**src/rtl/pc_seq_unit.sv**
```systemverilog
// pc_seq_unit: fetch PC sequencer with stall-time redirect capture; define PC_ALIGN_CHECK_EN to trap misaligned targets
module pc_seq_unit #(
  parameter int WIDTH = 32,
  parameter logic [WIDTH-1:0] RESET_VECTOR = '0,
  parameter logic [WIDTH-1:0] EXC_VECTOR = WIDTH'(32'h0000_0180),
  parameter int STEP = 4
) (
  input  logic             clk,
  input  logic             reset,
  input  logic             stall,
  input  logic             exc,
  input  logic             br_taken,
  input  logic [WIDTH-1:0] br_target,
  input  logic             jmp,
  input  logic [WIDTH-1:0] jmp_target,
  output logic [WIDTH-1:0] pc,
  output logic [WIDTH-1:0] pc_plus,
  output logic             pc_valid,
  output logic             redir_pend,
  output logic             addr_err
);
  localparam logic [1:0] BOOT = 2'd0, RUN = 2'd1, HOLD = 2'd2;
  logic [1:0] r_state;
  logic [WIDTH-1:0] r_pc, r_pend_tgt, w_tgt;
  logic r_pend, r_pend_br, r_addr_err, w_redir, w_mis;
  assign pc = r_pc;
  assign pc_plus = r_pc + WIDTH'(STEP);
  assign pc_valid = r_state != BOOT;
  assign redir_pend = r_pend;
  assign addr_err = r_addr_err;
  // redirect target on release: live branch, then live jump, then whatever was captured while stalled
  always_comb begin
    w_tgt = br_taken ? br_target : jmp ? jmp_target : r_pend_tgt;
    w_redir = br_taken | jmp | r_pend;
  end
`ifdef PC_ALIGN_CHECK_EN
  localparam logic [WIDTH-1:0] MASK = WIDTH'(STEP - 1);
  assign w_mis = w_redir && |(w_tgt & MASK);
`else
  assign w_mis = 1'b0;
`endif
  // state, pc and pending-redirect update; a pending branch is never displaced by a later jump
  always_ff @(posedge clk) begin
    if (reset) begin
      r_state <= BOOT;
      r_pc <= RESET_VECTOR;
      r_pend <= 1'b0;
      r_pend_br <= 1'b0;
      r_pend_tgt <= '0;
      r_addr_err <= 1'b0;
    end else if (exc) begin
      r_state <= RUN;
      r_pc <= EXC_VECTOR;
      r_pend <= 1'b0;
      r_pend_br <= 1'b0;
      r_addr_err <= 1'b0;
    end else if (r_state == BOOT) begin
      r_state <= stall ? HOLD : RUN;
      r_addr_err <= 1'b0;
    end else if (stall) begin
      r_state <= HOLD;
      r_addr_err <= 1'b0;
      if (br_taken) begin
        r_pend <= 1'b1;
        r_pend_br <= 1'b1;
        r_pend_tgt <= br_target;
      end else if (jmp && !(r_pend && r_pend_br)) begin
        r_pend <= 1'b1;
        r_pend_br <= 1'b0;
        r_pend_tgt <= jmp_target;
      end
    end else begin
      r_state <= RUN;
      r_pc <= w_mis ? EXC_VECTOR : w_redir ? w_tgt : pc_plus;
      r_pend <= 1'b0;
      r_pend_br <= 1'b0;
      r_addr_err <= w_mis;
    end
  end
endmodule

```
**config.mk**
```make
export PLATFORM = sky130hd
export DESIGN_NAME = pc_seq_unit
export DESIGN_NICKNAME = d
export VERILOG_FILES = /design/src/rtl/pc_seq_unit.sv
export SDC_FILE = /design/constraint.sdc
export NUM_CORES = 1
export LEC_CHECK = 0
export CAP_MARGIN = 20
export CORE_UTILIZATION = 45
export DETAILED_ROUTE_END_ITERATION = 10
export GPL_ROUTABILITY_DRIVEN = 0
export PLACE_DENSITY = 0.76
export SLEW_MARGIN = 5
export SYNTH_ARGS = -nofsm -noshare
export SYNTH_HDL_FRONTEND = slang
export SYNTH_SLANG_ARGS = --single-unit
```
**constraint.sdc**
```tcl
create_clock -name clk -period 2.1 [get_ports clk]
set_clock_uncertainty 0.05 [all_clocks]
set_input_delay 0.315 -clock clk [delete_from_list [all_inputs] [get_ports clk]]
set_output_delay 0.315 -clock clk [all_outputs]
set_load 0.02 [all_outputs]
```
==> flow_summary.html, run 1 <==
<table>
<tr><th>Metric</th><th>Value</th></tr>
<tr><th colspan="2">Run status</th></tr>
<tr><td>Status</td><td>finished with violations</td></tr>
<tr><td>Violations in the final reports</td><td>setup timing</td></tr>
<tr><th colspan="2">Timing</th></tr>
<tr><td>Setup-failing EPs final</td><td>20</td></tr>
<tr><td>Final hold violation count</td><td>0</td></tr>
<tr><td>Ratio of final minimum period to clock period</td><td>109.5%</td></tr>
<tr><td>Relative slew margins</td><td>approximately two thirds</td></tr>
<tr><td>Max-slew violation count</td><td>0</td></tr>
<tr><td>Final setup slack of the worst path</td><td>-199.3 ps</td></tr>
<tr><td>Fmax</td><td>0.4349 GHz</td></tr>
<tr><td>Setup repair after global routing missed its margin</td><td>true</td></tr>
<tr><td>Worst Max-Slew Pin Slew</td><td>between 500 and 600 ps</td></tr>
<tr><td>Final critical-path required period</td><td>2299 ps</td></tr>
<tr><th colspan="2">Layout</th></tr>
<tr><td>Fraction of layout instances using a drive strength above 1</td><td>27.83%</td></tr>
<tr><td>Post-layout nets</td><td>approximately 850</td></tr>
<tr><td>Layout overhead on the synthesized area</td><td>60.52%</td></tr>
<tr><td>Post-route cell area</td><td>7178 um^2</td></tr>
<tr><td>Number of diodes</td><td>0</td></tr>
<tr><td>Final cell count without fillers</td><td>920</td></tr>
<tr><th colspan="2">Clock tree</th></tr>
<tr><td>Root Buffer Master</td><td>sky130_fd_sc_hd__clkbuf_8</td></tr>
<tr><td>Clock network latency to the later pin of the worst-skew pair</td><td>360 ps</td></tr>
<tr><td>Number of clock buffers inserted by TritonCTS</td><td>9</td></tr>
<tr><td>TritonCTS clock tree</td><td>built</td></tr>
<tr><td>Sink Count</td><td>68</td></tr>
<tr><td>Number of buffers on the longest clock path</td><td>2</td></tr>
<tr><td>Clock input transition at the sequential cells of the worst setup and hold paths</td><td>80 ps</td></tr>
<tr><td>Number of levels the H-tree was split into</td><td>3</td></tr>
<tr><th colspan="2">Critical path</th></tr>
<tr><td>Category of the most critical setup path</td><td>reg2out</td></tr>
<tr><td>End of the worst register-to-register path</td><td>pc[31]</td></tr>
<tr><td>Startpoint of the worst-slack reg-to-reg timing path</td><td>pc[3]</td></tr>
<tr><td>Worst path required time</td><td>1740 ps</td></tr>
<tr><td>Arrival @ worst endpoint</td><td>approximately 1900 ps</td></tr>
<tr><td>Worst R2R Path Depth</td><td>11</td></tr>
<tr><td>Sort of element at the start of the critical path</td><td>flop</td></tr>
<tr><td>Internal reg-to-reg setup slack</td><td>-10 ps</td></tr>
<tr><td>Crit end category</td><td>primary output</td></tr>
<tr><td>Maximum net fanout on the critical path</td><td>6</td></tr>
<tr><th colspan="2">Routing</th></tr>
<tr><td>Length of the first detailed-routing pass in iterations</td><td>7</td></tr>
<tr><td>Iteration-0 DRC count of the detailed router</td><td>312</td></tr>
<tr><td>Via Count</td><td>roughly 5400</td></tr>
<tr><td>Residual antenna-violating net count after detailed routing</td><td>0</td></tr>
<tr><td>Wire length per cell after detailed routing</td><td>17.83 um</td></tr>
<tr><td>Final Routed Wirelength</td><td>16410 um</td></tr>
<tr><td>Average via count per standard cell</td><td>5.875</td></tr>
<tr><td>Post-route DRC</td><td>0</td></tr>
<tr><th colspan="2">Logic synthesis</th></tr>
<tr><td>Dominant synthesized flop cell</td><td>sky130_fd_sc_hd__dfxtp_1</td></tr>
<tr><td>Async set-or-reset flop fraction in the synthesized netlist</td><td>0%</td></tr>
<tr><td>Total nets after synthesis</td><td>659</td></tr>
<tr><td>Post-synthesis register bit count</td><td>68</td></tr>
<tr><td>Distinct cell type count of the synthesized netlist</td><td>57</td></tr>
<tr><td>Total of warnings raised by yosys</td><td>0</td></tr>
<tr><td>Post-synth EDFFs</td><td>0</td></tr>
<tr><td>Post-synthesis average cell area</td><td>7.605 um^2</td></tr>
<tr><td>Sequential cell area fraction in the yosys report</td><td>30.44%</td></tr>
<tr><td>Post-synthesis cell count</td><td>slightly below 600</td></tr>
<tr><td>Post-Synthesis Cell Area</td><td>4472 um^2</td></tr>
<tr><th colspan="2">Pwr</th></tr>
<tr><td>Internal Power</td><td>2.450 mW</td></tr>
<tr><td>Sequential share of power</td><td>39.6%</td></tr>
<tr><td>Static Leak</td><td>2.960 nW</td></tr>
<tr><td>Clock group share of total power</td><td>38.2%</td></tr>
<tr><td>Peak supply drop</td><td>467.5 uV</td></tr>
<tr><td>Total net switching power</td><td>approximately 1 mW</td></tr>
<tr><td>Part of the total power dissipated in combinational logic</td><td>roughly 22%</td></tr>
<tr><td>Ratio of total power to cell area</td><td>480.9 nW/um^2</td></tr>
<tr><td>Switching Share</td><td>approximately 29%</td></tr>
<tr><th colspan="2">Global routing</th></tr>
<tr><td>Antenna violations before repair</td><td>0</td></tr>
<tr><td>Pin count of the biggest net entering global routing</td><td>64</td></tr>
<tr><td>First-pass GRT wire length</td><td>23500 um</td></tr>
<tr><td>Vias in the first global route</td><td>4970</td></tr>
<tr><td>Total GRT Usage</td><td>29.38%</td></tr>
<tr><td>Aggregate global routing overflow</td><td>0</td></tr>
<tr><th colspan="2">Floorplan</th></tr>
<tr><td>Initial Utilization</td><td>46.18%</td></tr>
<tr><td>Site Rows</td><td>36</td></tr>
<tr><td>Die area</td><td>roughly 10000 um^2</td></tr>
<tr><td>Chip height</td><td>101.7 um</td></tr>
<tr><td>Placeable core region</td><td>9684 um^2</td></tr>
<tr><td>Io pins</td><td>137</td></tr>
<tr><td>Overall die width</td><td>101.7 um</td></tr>
<tr><th colspan="2">Placed design</th></tr>
<tr><td>Count of input and output buffers</td><td>135</td></tr>
<tr><td>Placed wire-length estimate</td><td>roughly 11000 um</td></tr>
<tr><td># placed instances</td><td>879</td></tr>
<tr><td>Total placed instance area</td><td>6531 um^2</td></tr>
<tr><th colspan="2">Min path</th></tr>
<tr><td>Min-Delay Path Depth</td><td>3</td></tr>
<tr><td>Hold WC Path Type</td><td>in2reg</td></tr>
<tr><td>Critical hold path startpoint</td><td>br_taken</td></tr>
<tr><td>WHS Endpoint</td><td>r_pend_br</td></tr>
<tr><th colspan="2">Flow run</th></tr>
<tr><td>Max-Cap Viols</td><td>0</td></tr>
</table>
## how the worst max path moves through the flow
stage / start / to / slack (ps) / cells after the start
final: pc[3] / pc_plus[15] / -200 / 8
after CTS: pc[2] / pc_plus[28] / -220 / 7
after global placement: pc[2] / pc_plus[18] / -410 / 7
after global routing: pc[3] / pc_plus[15] / -300 / 8
after detailed placement: pc[2] / pc_plus[18] / -460 / 7
after floorplan: pc[3] / pc_plus[20] / 9 / 6
## placed cells by master (no fill, tap or decap), types with 5 or more instances in the layout
cell type                         count
sky130_fd_sc_hd__nand3_4              6
sky130_fd_sc_hd__xnor2_1              6
sky130_fd_sc_hd__a32o_1               6
sky130_fd_sc_hd__buf_4              111
sky130_fd_sc_hd__buf_12               7
sky130_fd_sc_hd__xor2_1               7
sky130_fd_sc_hd__dfxtp_1             49
sky130_fd_sc_hd__inv_1                7
sky130_fd_sc_hd__mux2i_1             30
sky130_fd_sc_hd__a211oi_1            13
sky130_fd_sc_hd__a21oi_1             49
sky130_fd_sc_hd__o21ai_0             36
sky130_fd_sc_hd__nor2_1              55
sky130_fd_sc_hd__a31oi_1              5
sky130_fd_sc_hd__buf_6                9
sky130_fd_sc_hd__clkdlybuf4s50_1    105
sky130_fd_sc_hd__nand3b_1            12
sky130_fd_sc_hd__nand2b_1            20
sky130_fd_sc_hd__and3b_1              6
sky130_fd_sc_hd__dfxtp_2             16
sky130_fd_sc_hd__nand4_1              7
sky130_fd_sc_hd__nor3_1               7
sky130_fd_sc_hd__o31ai_1              6
sky130_fd_sc_hd__clkbuf_8             9
sky130_fd_sc_hd__nand2_1             63
sky130_fd_sc_hd__a311oi_1            22
sky130_fd_sc_hd__nand3_1              5
sky130_fd_sc_hd__xnor2_2             12
## flip-flops by register name, indices dropped and copies added (netlist names), named ones only
signal      cells
r_state         2
pc             30
r_pend_br       1
redir_pend      1
r_pend_tgt     32
## final cells by class
class,instances,area [um^2]
clock buffer,10,148.9
clock inverter,6,92.59
fill,682,2506
inverter,7,26.28
multi-input combinational,455,3153
sequential,68,1393
tap,133,166.4
timing repair buffer,241,2198
## power by group through the flow
| stage | Combinational (mW) | Sequential (mW) | Clock, mW |
|---|---|---|---|
| CTS | 0.741 | 1.37 | 1.31 |
| finish | 0.767 | 1.37 | 1.32 |
| detailed placement | 0.741 | 1.40 | 0 |
| floorplan | 0.355 | 1.42 | 0 |
| global placement | 0.721 | 1.39 | 0 |
| global route | 0.817 | 1.37 | 1.38 |
## Yosys cell counts, types with 6 or more instances
library cell               number  area (um^2)
sky130_fd_sc_hd__buf_1          7        26.28
sky130_fd_sc_hd__nand2_1       67        251.5
sky130_fd_sc_hd__xnor2_1       18        157.7
sky130_fd_sc_hd__nor2_1        62        232.7
sky130_fd_sc_hd__inv_1          7        26.28
sky130_fd_sc_hd__nand4_1        7        43.79
sky130_fd_sc_hd__o31ai_1        6        45.04
sky130_fd_sc_hd__nand2b_1      20        125.1
sky130_fd_sc_hd__buf_2         12        60.06
sky130_fd_sc_hd__a311oi_1      22        192.7
sky130_fd_sc_hd__xor2_1        10        87.58
sky130_fd_sc_hd__dfxtp_1       68         1361
sky130_fd_sc_hd__nand3b_1      12        90.09
sky130_fd_sc_hd__mux2i_1       30        300.3
sky130_fd_sc_hd__nor3_1         8        40.04
sky130_fd_sc_hd__nand3_1       11        55.05
sky130_fd_sc_hd__and3b_1        6        52.55
sky130_fd_sc_hd__clkbuf_1      33        123.9
sky130_fd_sc_hd__o21ai_0       36        180.2
sky130_fd_sc_hd__a211oi_1      13        97.59
sky130_fd_sc_hd__a21oi_1       49        245.2
sky130_fd_sc_hd__a32o_1         6        60.06
## layer usage
metal / vias to the layer above / track usage [%] / routed length [um] / share of wire [%]
li1: 2514 / - / - / -
met3: 59 / 5.797 / 1159 / 7.1
met1: 2548 / 33.35 / 6336 / 39
met5: - / 0 / 0 / 0
met4: 0 / 16.50 / 856 / 5.2
met2: 284 / 51.46 / 8055 / 49
## critical path: stages (launching register included)
cell                      delay (ps)
sky130_fd_sc_hd__dfxtp_2         370
sky130_fd_sc_hd__buf_4           140
sky130_fd_sc_hd__nand3_4          90
sky130_fd_sc_hd__nor4_4          130
sky130_fd_sc_hd__buf_4           180
sky130_fd_sc_hd__buf_12          130
sky130_fd_sc_hd__and3_4          200
sky130_fd_sc_hd__xor2_1          170
sky130_fd_sc_hd__buf_4           170
## logic make-up after synthesis
logic type                 count (synthesis)  share of synthesized area [%]
AOI/OAI and AO/OA                        166                          24.29
xor gates and xnor gates                  28                          5.484
adders and majority gates                  1                         0.2798
buffers and inverters                     65                          6.184
DFF                                       68                          30.44
muxes                                     31                          6.967
other                                      1                        0.08386
and+or+nand+nor                          228                          26.27
## stage by stage
stage	worst slack (ps)	power (mW)	utilization, %	TNS, ps	hold WS (ps)
floorplan	9.081	1.777	-	0	356.9
global placement	-408.9	2.113	67.44	-4647	416.0
CTS	-217.7	3.419	70.45	-3110	293.2
finish	-199.3	3.452	74.12	-2607	295.4
global route	-300.4	3.568	74.12	-4318	347.4
detailed placement	-459.4	2.137	67.44	-5614	419.0
## what timing repair did
action	CTS	global route
hold buffers	0	0
resized for setup	148	47
buffers inserted	7	18
cloned	0	1
pin swaps	12	23
endpoints found under the setup margin	30	29
Note: power is estimated with default switching activity, not from simulation.
==> run 2: changes to the inputs <==
--- a/config.mk
+++ b/config.mk
@@ -7,6 +7,8 @@
 export LEC_CHECK = 0
 export CAP_MARGIN = 20
 export CORE_UTILIZATION = 45
+export CTS_BUF_LIST = sky130_fd_sc_hd__clkbuf_4 sky130_fd_sc_hd__clkbuf_8 sky130_fd_sc_hd__clkbuf_16
+export CTS_CLUSTER_DIAMETER = 80
 export DETAILED_ROUTE_END_ITERATION = 10
 export GPL_ROUTABILITY_DRIVEN = 0
 export PLACE_DENSITY = 0.76
==> results of run 2 <==
Final layout, timing and power as in run 1 (identical DEF).
==> run 3: changes to the inputs <==
--- a/config.mk
+++ b/config.mk
@@ -11,7 +11,7 @@
 export CTS_CLUSTER_DIAMETER = 80
 export DETAILED_ROUTE_END_ITERATION = 10
 export GPL_ROUTABILITY_DRIVEN = 0
-export PLACE_DENSITY = 0.76
+export PLACE_DENSITY = 0.77
 export SLEW_MARGIN = 5
 export SYNTH_ARGS = -nofsm -noshare
 export SYNTH_HDL_FRONTEND = slang
==> constraint.sdc (replaced) <==
create_clock -name clk -period 2.4 [get_ports clk]
set_clock_uncertainty 0.05 [all_clocks]
set_input_delay 0.36 -clock clk [delete_from_list [all_inputs] [get_ports clk]]
set_output_delay 0.36 -clock clk [all_outputs]
set_load 0.02 [all_outputs]
==> run 3 against run 2 <==
The flow now finishes without violations. Wire length decreased by 8.6%. Critical path type unchanged. Flip-flop and latch count did not move. Sequential power fell by 12%. Die area stayed put. Total power fell by 20%. Via count shrank 5.6%. Critical path depth unchanged. Global-route usage fell by 0.81 points. Cell count decreased by 3.3%.
==> flow_summary.html, run 3 (synthesized netlist as in run 1, its figures left out) <==
<table>
<tr><th>Metric</th><th>Value</th></tr>
<tr><th colspan="2">Clock tree</th></tr>
<tr><td>Sink Count</td><td>around 70</td></tr>
<tr><td>Clock input transition at the sequential cells of the worst setup and hold paths</td><td>around 70 ps</td></tr>
<tr><td>Number of clock buffers inserted by TritonCTS</td><td>9</td></tr>
<tr><td>Root Buffer Master</td><td>sky130_fd_sc_hd__clkbuf_8</td></tr>
<tr><td>Number of buffers on the longest clock path</td><td>2</td></tr>
<tr><td>TritonCTS clock tree</td><td>built</td></tr>
<tr><td>Clock network latency to the later pin of the worst-skew pair</td><td>350 ps</td></tr>
<tr><td>Number of levels the H-tree was split into</td><td>3</td></tr>
<tr><th colspan="2">Floorplan</th></tr>
<tr><td>Initial Utilization</td><td>46.18%</td></tr>
<tr><td>Site Rows</td><td>36</td></tr>
<tr><td>Overall die width</td><td>101.7 um</td></tr>
<tr><td>Die area</td><td>10340 um^2</td></tr>
<tr><td>Chip height</td><td>101.7 um</td></tr>
<tr><td>Io pins</td><td>137</td></tr>
<tr><td>Placeable core region</td><td>9684 um^2</td></tr>
<tr><th colspan="2">Pwr</th></tr>
<tr><td>Ratio of total power to cell area</td><td>417.6 nW/um^2</td></tr>
<tr><td>Peak supply drop</td><td>~310 uV</td></tr>
<tr><td>Post-layout power</td><td>2.763 mW</td></tr>
<tr><td>Static Leak</td><td>2.615 nW</td></tr>
<tr><th colspan="2">Layout</th></tr>
<tr><td>Max FFs per register</td><td>32</td></tr>
<tr><td>Utilization of the core after routing</td><td>between 60% and 70%</td></tr>
<tr><td>Top register by number of flip-flops</td><td>r_pend_tgt</td></tr>
<tr><td>Post-layout nets</td><td>roughly 800</td></tr>
<tr><td>Layout overhead on the synthesized area</td><td>47.96%</td></tr>
<tr><td>Highest-count cells in the layout ignoring fill and taps</td><td>sky130_fd_sc_hd__clkdlybuf4s50_1, sky130_fd_sc_hd__buf_4, sky130_fd_sc_hd__nand2_1, sky130_fd_sc_hd__nor2_1, sky130_fd_sc_hd__dfxtp_1</td></tr>
<tr><td>Number of diodes</td><td>0</td></tr>
<tr><td>Fraction of layout instances using a drive strength above 1</td><td>19.95%</td></tr>
<tr><td>Most frequent standard cell in the layout excluding fill and tap cells</td><td>sky130_fd_sc_hd__clkdlybuf4s50_1</td></tr>
<tr><td>Final cell count without fillers</td><td>890</td></tr>
<tr><th colspan="2">Critical path</th></tr>
<tr><td>Largest stage delay on the critical path</td><td>340 ps</td></tr>
<tr><td>End of the worst register-to-register path</td><td>pc[23]</td></tr>
<tr><td>Slowest cell on the critical path</td><td>sky130_fd_sc_hd__dfxtp_2</td></tr>
<tr><td>Worst-path cell chain</td><td>buf_4, nand3_4, nor4_4, buf_4, clkbuf_16, nand4_1, xnor2_1, buf_4</td></tr>
<tr><td>Arrival @ worst endpoint</td><td>1970 ps</td></tr>
<tr><td>Crit end category</td><td>primary output</td></tr>
<tr><td>Critical Path Start</td><td>pc[3]</td></tr>
<tr><td>Maximum net fanout on the critical path</td><td>5</td></tr>
<tr><td>Library cell appearing most often on the critical path</td><td>sky130_fd_sc_hd__buf_4</td></tr>
<tr><td>Sort of element at the start of the critical path</td><td>flop</td></tr>
<tr><td>Worst path required time</td><td>1990 ps</td></tr>
<tr><td>Startpoint of the worst-slack reg-to-reg timing path</td><td>pc[3]</td></tr>
<tr><td>Category of the most critical setup path</td><td>reg2out</td></tr>
<tr><td>Internal reg-to-reg setup slack</td><td>380 ps</td></tr>
<tr><td>Worst R2R Path Depth</td><td>9</td></tr>
<tr><th colspan="2">Timing</th></tr>
<tr><td>Final critical-path required period</td><td>2384 ps</td></tr>
<tr><td>Worst hold slack</td><td>345.5 ps</td></tr>
<tr><td>Max-slew violation count</td><td>0</td></tr>
<tr><td>Worst Max-Slew Pin Slew</td><td>roughly 550 ps</td></tr>
<tr><td>Setup repair after global routing missed its margin</td><td>true</td></tr>
<tr><td>Ratio of final minimum period to clock period</td><td>99.35%</td></tr>
<tr><td>Relative slew margins</td><td>63.28%</td></tr>
<tr><td>Final hold violation count</td><td>0</td></tr>
<tr><td>Setup-failing EPs final</td><td>0</td></tr>
<tr><td>Fmax</td><td>0.4194 GHz</td></tr>
<tr><th colspan="2">Run status</th></tr>
<tr><td>Status</td><td>finished clean</td></tr>
<tr><th colspan="2">Routing</th></tr>
<tr><td>Via Count</td><td>5104</td></tr>
<tr><td>Iteration-0 DRC count of the detailed router</td><td>375</td></tr>
<tr><td>Residual antenna-violating net count after detailed routing</td><td>0</td></tr>
<tr><td>Final Routed Wirelength</td><td>around 15000 um</td></tr>
<tr><td>Wire length per cell after detailed routing</td><td>16.86 um</td></tr>
<tr><td>Post-route DRC</td><td>0</td></tr>
<tr><td>Average via count per standard cell</td><td>5.735</td></tr>
<tr><td>Length of the first detailed-routing pass in iterations</td><td>6</td></tr>
<tr><th colspan="2">Min path</th></tr>
<tr><td>Critical hold path startpoint</td><td>br_taken</td></tr>
<tr><td>WHS Endpoint</td><td>r_pend_br</td></tr>
<tr><td>Min-Delay Path Depth</td><td>3</td></tr>
<tr><td>Hold WC Path Type</td><td>in2reg</td></tr>
<tr><th colspan="2">Global routing</th></tr>
<tr><td>Antenna violations before repair</td><td>0</td></tr>
<tr><td>Vias in the first global route</td><td>approximately 4900</td></tr>
<tr><td>Pin count of the biggest net entering global routing</td><td>65</td></tr>
<tr><td>Global-route layer with the greatest usage</td><td>met2</td></tr>
<tr><td>GR Util met2</td><td>48.44%</td></tr>
<tr><td>First-pass GRT wire length</td><td>22930 um</td></tr>
<tr><td>Aggregate global routing overflow</td><td>0</td></tr>
<tr><td>Met3 global-route usage</td><td>5.245%</td></tr>
<tr><td>Grt met1 use</td><td>around a third</td></tr>
<tr><td>Total GRT Usage</td><td>approximately 29%</td></tr>
<tr><th colspan="2">Flow run</th></tr>
<tr><td>Max-Cap Viols</td><td>0</td></tr>
<tr><th colspan="2">Placed design</th></tr>
<tr><td>Placed wire-length estimate</td><td>between 10000 and 15000 um</td></tr>
<tr><td>Count of input and output buffers</td><td>~140</td></tr>
<tr><td># placed instances</td><td>866</td></tr>
</table>
-- run 3: report_power, final --
group	total (mW)	switching, mW	internal (mW)
clock network	0.939	0.465	0.474
logic	0.626	0.330	0.296
registers	1.20	0.0273	1.17
total	2.76	0.823	1.94
-- run 3: stage by stage --
stage	cell area (um^2)	TNS [ps]	setup slack, ps
6_report	6616	0	15.54
5_1_grt	6616	-179.3	-104.7
4_1_cts	6479	0	0.1845
3_5_place_dp	6320	-717.1	-102.3
3_3_place_gp	6320	-74.68	-29.85
2_1_floorplan	4494	0	16.16
-- run 3: worst max path at each step --
| stage | endpoint |
|---|---|
| after floorplan | pc_plus[18] |
| after global placement | pc_plus[20] |
| after detailed placement | pc_plus[18] |
| after CTS | pc_plus[19] |
| after global routing | pc_plus[29] |
| final | pc_plus[29] |
-- run 3: area by class of cell --
cell class,count,area (um^2)
Clock buffer,9,123.9
Timing Repair Buffer,212,1912
Inverter,7,26.28
Tap cell,133,166.4
Sequential cell,68,1374
Fill cell,802,3068
Clock inverter,6,66.31
Multi-Input combinational cell,455,2948
-- run 3: layer usage --
layer	wire [um]	part of all wire, %
met5	0	0
met4	806	5.4
met1	5925	39
met2	7386	49
met3	883	5.9
-- run 3: critical path: cells and delay by family (launching register included) --
kind | cells | cell delay (ps)
buffers and inverters | 4 | 610
AND/OR/NAND/NOR | 3 | 440
flip-flops | 1 | 340
XOR/XNOR | 1 | 230
-- run 3: timing repair --
| action | 4_1_cts | 5_1_grt |
|---|---|---|
| cloned | 0 | 1 |
| pin swaps | 5 | 10 |
| resized for setup | 88 | 40 |
| endpoints found under the setup margin | 25 | 21 |
| buffers inserted | 4 | 4 |
| hold buffers | 0 | 0 |
